**src/rtl/rf_pkg.sv**
```systemverilog
// Shared constants and types for the register-file writeback path.
package rf_pkg;

   localparam int XLEN       = 32;
   localparam int REG_ADDR_W = 5;
   localparam int NUM_REGS   = 32;

   typedef logic [REG_ADDR_W-1:0] reg_idx_t;

   typedef struct packed {
      reg_idx_t        rd;
      logic [XLEN-1:0] data;
   } wb_req_t;

endpackage

```
**src/rtl/rr_arbiter.sv**
```systemverilog
// Round-robin arbiter with a one-hot grant; the search starts just after the
// last granted index and the pointer moves only when something is granted.
module rr_arbiter #(
   parameter int N = 2
) (
   input  logic         clk,
   input  logic         rst_n,
   input  logic [N-1:0] req,
   output logic [N-1:0] gnt
);

   localparam int PW = $clog2(N);

   logic [PW-1:0] ptr;
   logic [PW-1:0] win_idx;
   logic          found;

   // Visit candidates in rotation order ptr+1, ptr+2, ... and take the first requester.
   always_comb begin
      gnt     = '0;
      win_idx = ptr;
      found   = 1'b0;
      for (int k = 1; k <= N; k++) begin
         for (int i = 0; i < N; i++) begin
            if (!found && req[i] && (((int'(ptr) + k) % N) == i)) begin
               gnt[i]  = 1'b1;
               win_idx = PW'(i);
               found   = 1'b1;
            end
         end
      end
   end

   always_ff @(posedge clk or negedge rst_n) begin
      if (!rst_n) begin
         ptr <= PW'(N - 1);
      end else if (found) begin
         ptr <= win_idx;
      end
   end

endmodule

```
**src/rtl/rf_wb_scheduler.sv**
```systemverilog
// Writeback scheduler: round-robin onto the single register-file write port,
// plus a pending-write scoreboard that exists only when RF_SCOREBOARD_EN is defined.
module rf_wb_scheduler #(
   parameter int NUM_SRC    = 2,
   parameter int XLEN       = rf_pkg::XLEN,
   parameter int REG_ADDR_W = rf_pkg::REG_ADDR_W
) (
   input  logic                          clk,
   input  logic                          rst_n,
   input  logic [NUM_SRC-1:0]            src_valid,
   input  logic [NUM_SRC*REG_ADDR_W-1:0] src_rd,
   input  logic [NUM_SRC*XLEN-1:0]       src_data,
   output logic [NUM_SRC-1:0]            src_ready,
   output logic                          rf_w_en,
   output logic [REG_ADDR_W-1:0]         rf_rd,
   output logic [XLEN-1:0]               rf_rdv,
   input  logic                          iss_valid,
   input  logic [REG_ADDR_W-1:0]         iss_rd,
   input  logic [REG_ADDR_W-1:0]         chk_rs1,
   input  logic [REG_ADDR_W-1:0]         chk_rs2,
   input  logic [REG_ADDR_W-1:0]         chk_rd,
   output logic                          hazard,
   output logic [31:0]                   busy_mask
);

   import rf_pkg::*;

   logic [NUM_SRC-1:0]    req;
   logic [NUM_SRC-1:0]    gnt;
   logic                  any_gnt;
   logic [REG_ADDR_W-1:0] sel_rd;
   logic [XLEN-1:0]       sel_data;

   // Requests are masked during reset so nothing is granted while rst_n is low.
   assign req       = src_valid & {NUM_SRC{rst_n}};
   assign src_ready = gnt;
   assign any_gnt   = |gnt;

   rr_arbiter #(.N(NUM_SRC)) u_arb (
      .clk   (clk),
      .rst_n (rst_n),
      .req   (req),
      .gnt   (gnt)
   );

   always_comb begin
      sel_rd   = '0;
      sel_data = '0;
      for (int i = 0; i < NUM_SRC; i++) begin
         if (gnt[i]) begin
            sel_rd   = src_rd[i*REG_ADDR_W +: REG_ADDR_W];
            sel_data = src_data[i*XLEN +: XLEN];
         end
      end
   end

   // A grant to x0 is consumed and loads the stage, but never raises the write enable.
   always_ff @(posedge clk or negedge rst_n) begin
      if (!rst_n) begin
         rf_w_en <= 1'b0;
         rf_rd   <= '0;
         rf_rdv  <= '0;
      end else begin
         rf_w_en <= any_gnt && (sel_rd != '0);
         if (any_gnt) begin
            rf_rd  <= sel_rd;
            rf_rdv <= sel_data;
         end
      end
   end

`ifdef RF_SCOREBOARD_EN
   logic [NUM_REGS-1:0] busy;
   logic [NUM_REGS-1:0] busy_nxt;
   logic                rs1_hit;
   logic                rs2_hit;
   logic                rd_hit;

   // The set is applied after the clear so a newer producer keeps the register busy.
   always_comb begin
      busy_nxt = busy;
      if (rf_w_en) begin
         busy_nxt[rf_rd] = 1'b0;
      end
      if (iss_valid) begin
         busy_nxt[iss_rd] = 1'b1;
      end
      busy_nxt[0] = 1'b0;
   end

   always_ff @(posedge clk or negedge rst_n) begin
      if (!rst_n) begin
         busy <= '0;
      end else begin
         busy <= busy_nxt;
      end
   end

   // Sources being written this cycle are forwarded by the register file; the destination is not.
   assign rs1_hit   = (chk_rs1 != '0) && busy[chk_rs1] && !(rf_w_en && (rf_rd == chk_rs1));
   assign rs2_hit   = (chk_rs2 != '0) && busy[chk_rs2] && !(rf_w_en && (rf_rd == chk_rs2));
   assign rd_hit    = (chk_rd  != '0) && busy[chk_rd];
   assign hazard    = rs1_hit || rs2_hit || rd_hit;
   assign busy_mask = busy;
`else
   logic unused_sb;

   assign unused_sb = ^{iss_valid, iss_rd, chk_rs1, chk_rs2, chk_rd};
   assign hazard    = 1'b0;
   assign busy_mask = '0;
`endif

endmodule

```
**config.mk**
```make
export PLATFORM = sky130hd
export DESIGN_NAME = rf_wb_scheduler
export DESIGN_NICKNAME = d
export VERILOG_FILES = /design/src/rtl/rf_pkg.sv /design/src/rtl/rr_arbiter.sv /design/src/rtl/rf_wb_scheduler.sv
export SDC_FILE = /design/constraint.sdc
export NUM_CORES = 1
export LEC_CHECK = 0
export ABC_AREA = 1
export CAP_MARGIN = 5
export CORE_ASPECT_RATIO = 0.8
export CORE_MARGIN = 2
export CORE_UTILIZATION = 33
export CTS_CLUSTER_DIAMETER = 80
export DETAILED_ROUTE_END_ITERATION = 8
export GPL_TIMING_DRIVEN = 1
export HOLD_SLACK_MARGIN = 0.05
export PLACE_DENSITY = 0.82
export SLEW_MARGIN = 20
export SYNTH_ARGS = -nofsm -noshare
export SYNTH_HDL_FRONTEND = slang
export SYNTH_SLANG_ARGS = --single-unit
```
**constraint.sdc**
```tcl
create_clock -name clk -period 1.35 [get_ports clk]
set_input_delay 0.27 -clock clk [delete_from_list [all_inputs] [get_ports clk]]
set_output_delay 0.27 -clock clk [all_outputs]
set_load 0.005 [all_outputs]
```
==> results.md <==
* Outcome: complete, but fails checks
* Failing checks: negative setup slack
* Root Driver: clkbuf_8
* Share of cells above drive strength 1 at 0.1137
* Critical path's most frequent cell: inv_2
* Final estimated routing congestion in global placement at approximately 0.79
* CP bufs+invs at 3
* Initial antenna violation count at 0
* Worst skew pair latency at between 0.2 and 0.3 ns
* Clock tree sinks at 39
* Min Tclk post-route at roughly 1.5 ns
* Die area at 6924 um^2
* CP Cell Sequence: inv_2 -> nand3_2 -> nand2_2 -> inv_2 -> buf_6
* Initial DRT Pass Iterations at 4
* Yosys warning total at 0
* CTS max path bufs at 2
* Fin util at 0.5659
* Crit. End Element: output pin
* Largest net degree at the start of global routing at 40
* R2R setup slack at -0.04 ns
* Unrepaired setup endpoints after global routing: true
* Leading cell types in the layout, fill and taps excluded: 78 x nand3_1, 74 x clkdlybuf4s50_1, 72 x nand2_1
* Setup Viol. Count Final at 4
* Most common cell after layout, fill and taps aside: nand3_1
* Crit path DAT at 1.21 ns
* Syn avg cell area at 8.116 um^2
* Mapped cell area at roughly 2100 um^2
* Highest clock rate at approximately 680 MHz
* Ports at 172
* CTS buffer count at 5
* Register Area at approximately 980 um^2
* Post-detail-place hpwl at between 4000 and 5000 um
* Worst path max stage delay at approximately 0.55 ns
* Chip Height at roughly 75 um
* Max-cap violation count at 0
* Initial drt markers at 58
* Slowest-stage cell, CP: dfstp_2
* Core area at between 5000 and 6000 um^2
* Leak at around 1.7 nW
* Final WL at between 6000 and 7000 um
* PwrDens at between 900 and 1000 nW/um^2
* Post-place instance area at 3186 um^2
* # port buffers at ~120
* Synth Register Bits at 39
* Req. time, crit path at roughly 1.1 ns
* Max IR drop VDD at 455.2 uV
* Placement Setup Slack at -0.4753 ns
* Synth Instances at ~260
* Worst slew pin tran at 0.5074 ns
* Die width at 92.54 um
* First-pass GRT wire length at 9301 um
* Design Area, Final at approximately 3400 um^2
* Sequential element share of the synthesized area at 0.4722
* Critical path's top delay family: flip-flops
* Multi-input gate area at 860.8 um^2
* Setup TNS at -0.2422 ns
* Total grt overflow at 0
* Vias in the first global route at between 1500 and 2000
* Synth unique cells at 14
* PnR worst setup slack at -0.1306 ns
* Clock transition at path regs at approximately 0.070 ns
* Tcrit/Tclk final at 1.097
* CTS tree: built
* Post-CTS Hold Fix Bufs at 0
* Worst setup SP type: flop
* # nets final at slightly below 500
* Pins Over Slew Limit at 0
* H-tree Lvls at 2
* Headroom to the max-slew limit at 0.6617
* Antenna-violating nets left at 0
* Drt drc at 0
* Site Rows at 25
* Drt wl/cell at approximately 14 um
* Skew final at ~0.0040 ns
* Initial Utilization at 0.3464
* Area Growth Syn to Fin at 63.36%
* GRT Util Overall at 0.1747
* Vias at 2139
* Largest fanout on the critical path at 2
* Setup CP Type: reg2out
* Final hold vios at 0
* Vias per inst at 4.571
* Layout fillers at between 500 and 600
* Hold crit path type: in2async
* Ant. Diodes at 0
[path summary, 6_finish.rpt]
kind                            start           end  cells after the start
min in group clk                rst_n      rf_rd[0]                      3
max in group asynchronous       rst_n    rf_rdv[11]                      2
setup reg to reg            u_arb.ptr       rf_w_en                      8
hold reg to reg            rf_rdv[24]    rf_rdv[24]                      2
hold / removal                  rst_n      rf_rd[0]                      2
setup / recovery            u_arb.ptr  src_ready[0]                      5
[metrics by stage]
stage / cells / hold WS (ns) / power, mW
final: 468 / 0.1589 / 3.214
after global routing: 468 / 0.2037 / 3.414
after CTS: 464 / 0.1471 / 3.228
after detailed placement: 448 / 0.4443 / 2.454
after global placement: 448 / 0.4226 / 2.432
after floorplan: 287 / -0.02559 / 1.851
[power by group]
part	switching [mW]	internal, mW	total, mW
Clock	0.397	0.412	0.809
Combinational	0.408	0.564	0.972
Sequential	0.0867	1.35	1.43
Total	0.892	2.32	3.21
[logic make-up after synthesis]
| family | Yosys count | synth area share |
|---|---|---|
| compound gates | 2 | 0.004837 |
| buf+inv | 53 | 0.1784 |
| flops | 39 | 0.4722 |
| other cells | 1 | 0.001812 |
| simple gates | 160 | 0.3428 |
[cells in the mapped netlist]
library cell	n	area (um^2)
inv_2	2	7.510
nor2_4	1	11.26
nor2_1	2	7.510
buf_2	7	35.03
inv_1	4	15.01
dfstp_2	1	26.28
buf_4	37	277.8
nand3_1	79	395.4
nand4_1	1	6.260
buf_6	3	33.78
o21ai_0	2	10.01
dfrtp_1	38	950.9
nand2_1	77	289.0
conb_1	1	3.750
[per-layer routing]
| layer | routed length (um) | global-route usage | vias to the layer above |
|---|---|---|---|
| li1 | - | - | 1027 |
| met1 | 2549 | 0.2066 | 1001 |
| met2 | 3179 | 0.3098 | 104 |
| met3 | 585 | 0.05806 | 7 |
| met4 | 56 | 0.04975 | 0 |
| met5 | 0 | 0 | - |
[cell type report]
cell class,instances,share of cell area
multi-input combinational,195,0.2546
clock buffer,7,0.02554
timing repair buffer,139,0.3927
clock inverter,1,0.001480
sequential,39,0.2890
inverter,6,0.006662
tap,81,0.02998
[worst reg2reg max path, stage by stage, from the launching register on]
cell and delay, ns:
dfstp_2 0.55, nand2_2 0.06, inv_2 0.07, nor2_4 0.05, buf_12 0.13, nand2_1 0.08, nand2_1 0.08, nor2_1 0.16
nand3_1 0.09
[flip-flops by register name, indices dropped and copies added, names as in the netlist]
signal and flops:
rf_rdv 32, rf_rd 5, rf_w_en 1, u_arb.ptr 1
[repair_timing]
action | 4_1_cts | 5_1_grt
setup endpoints to repair | 77 | 37
cloned | 0 | 1
resized for setup | 57 | 4
setup buffers | 8 | 3
pin swaps | 1 | 3
Note: power is estimated with default switching activity, not from simulation.
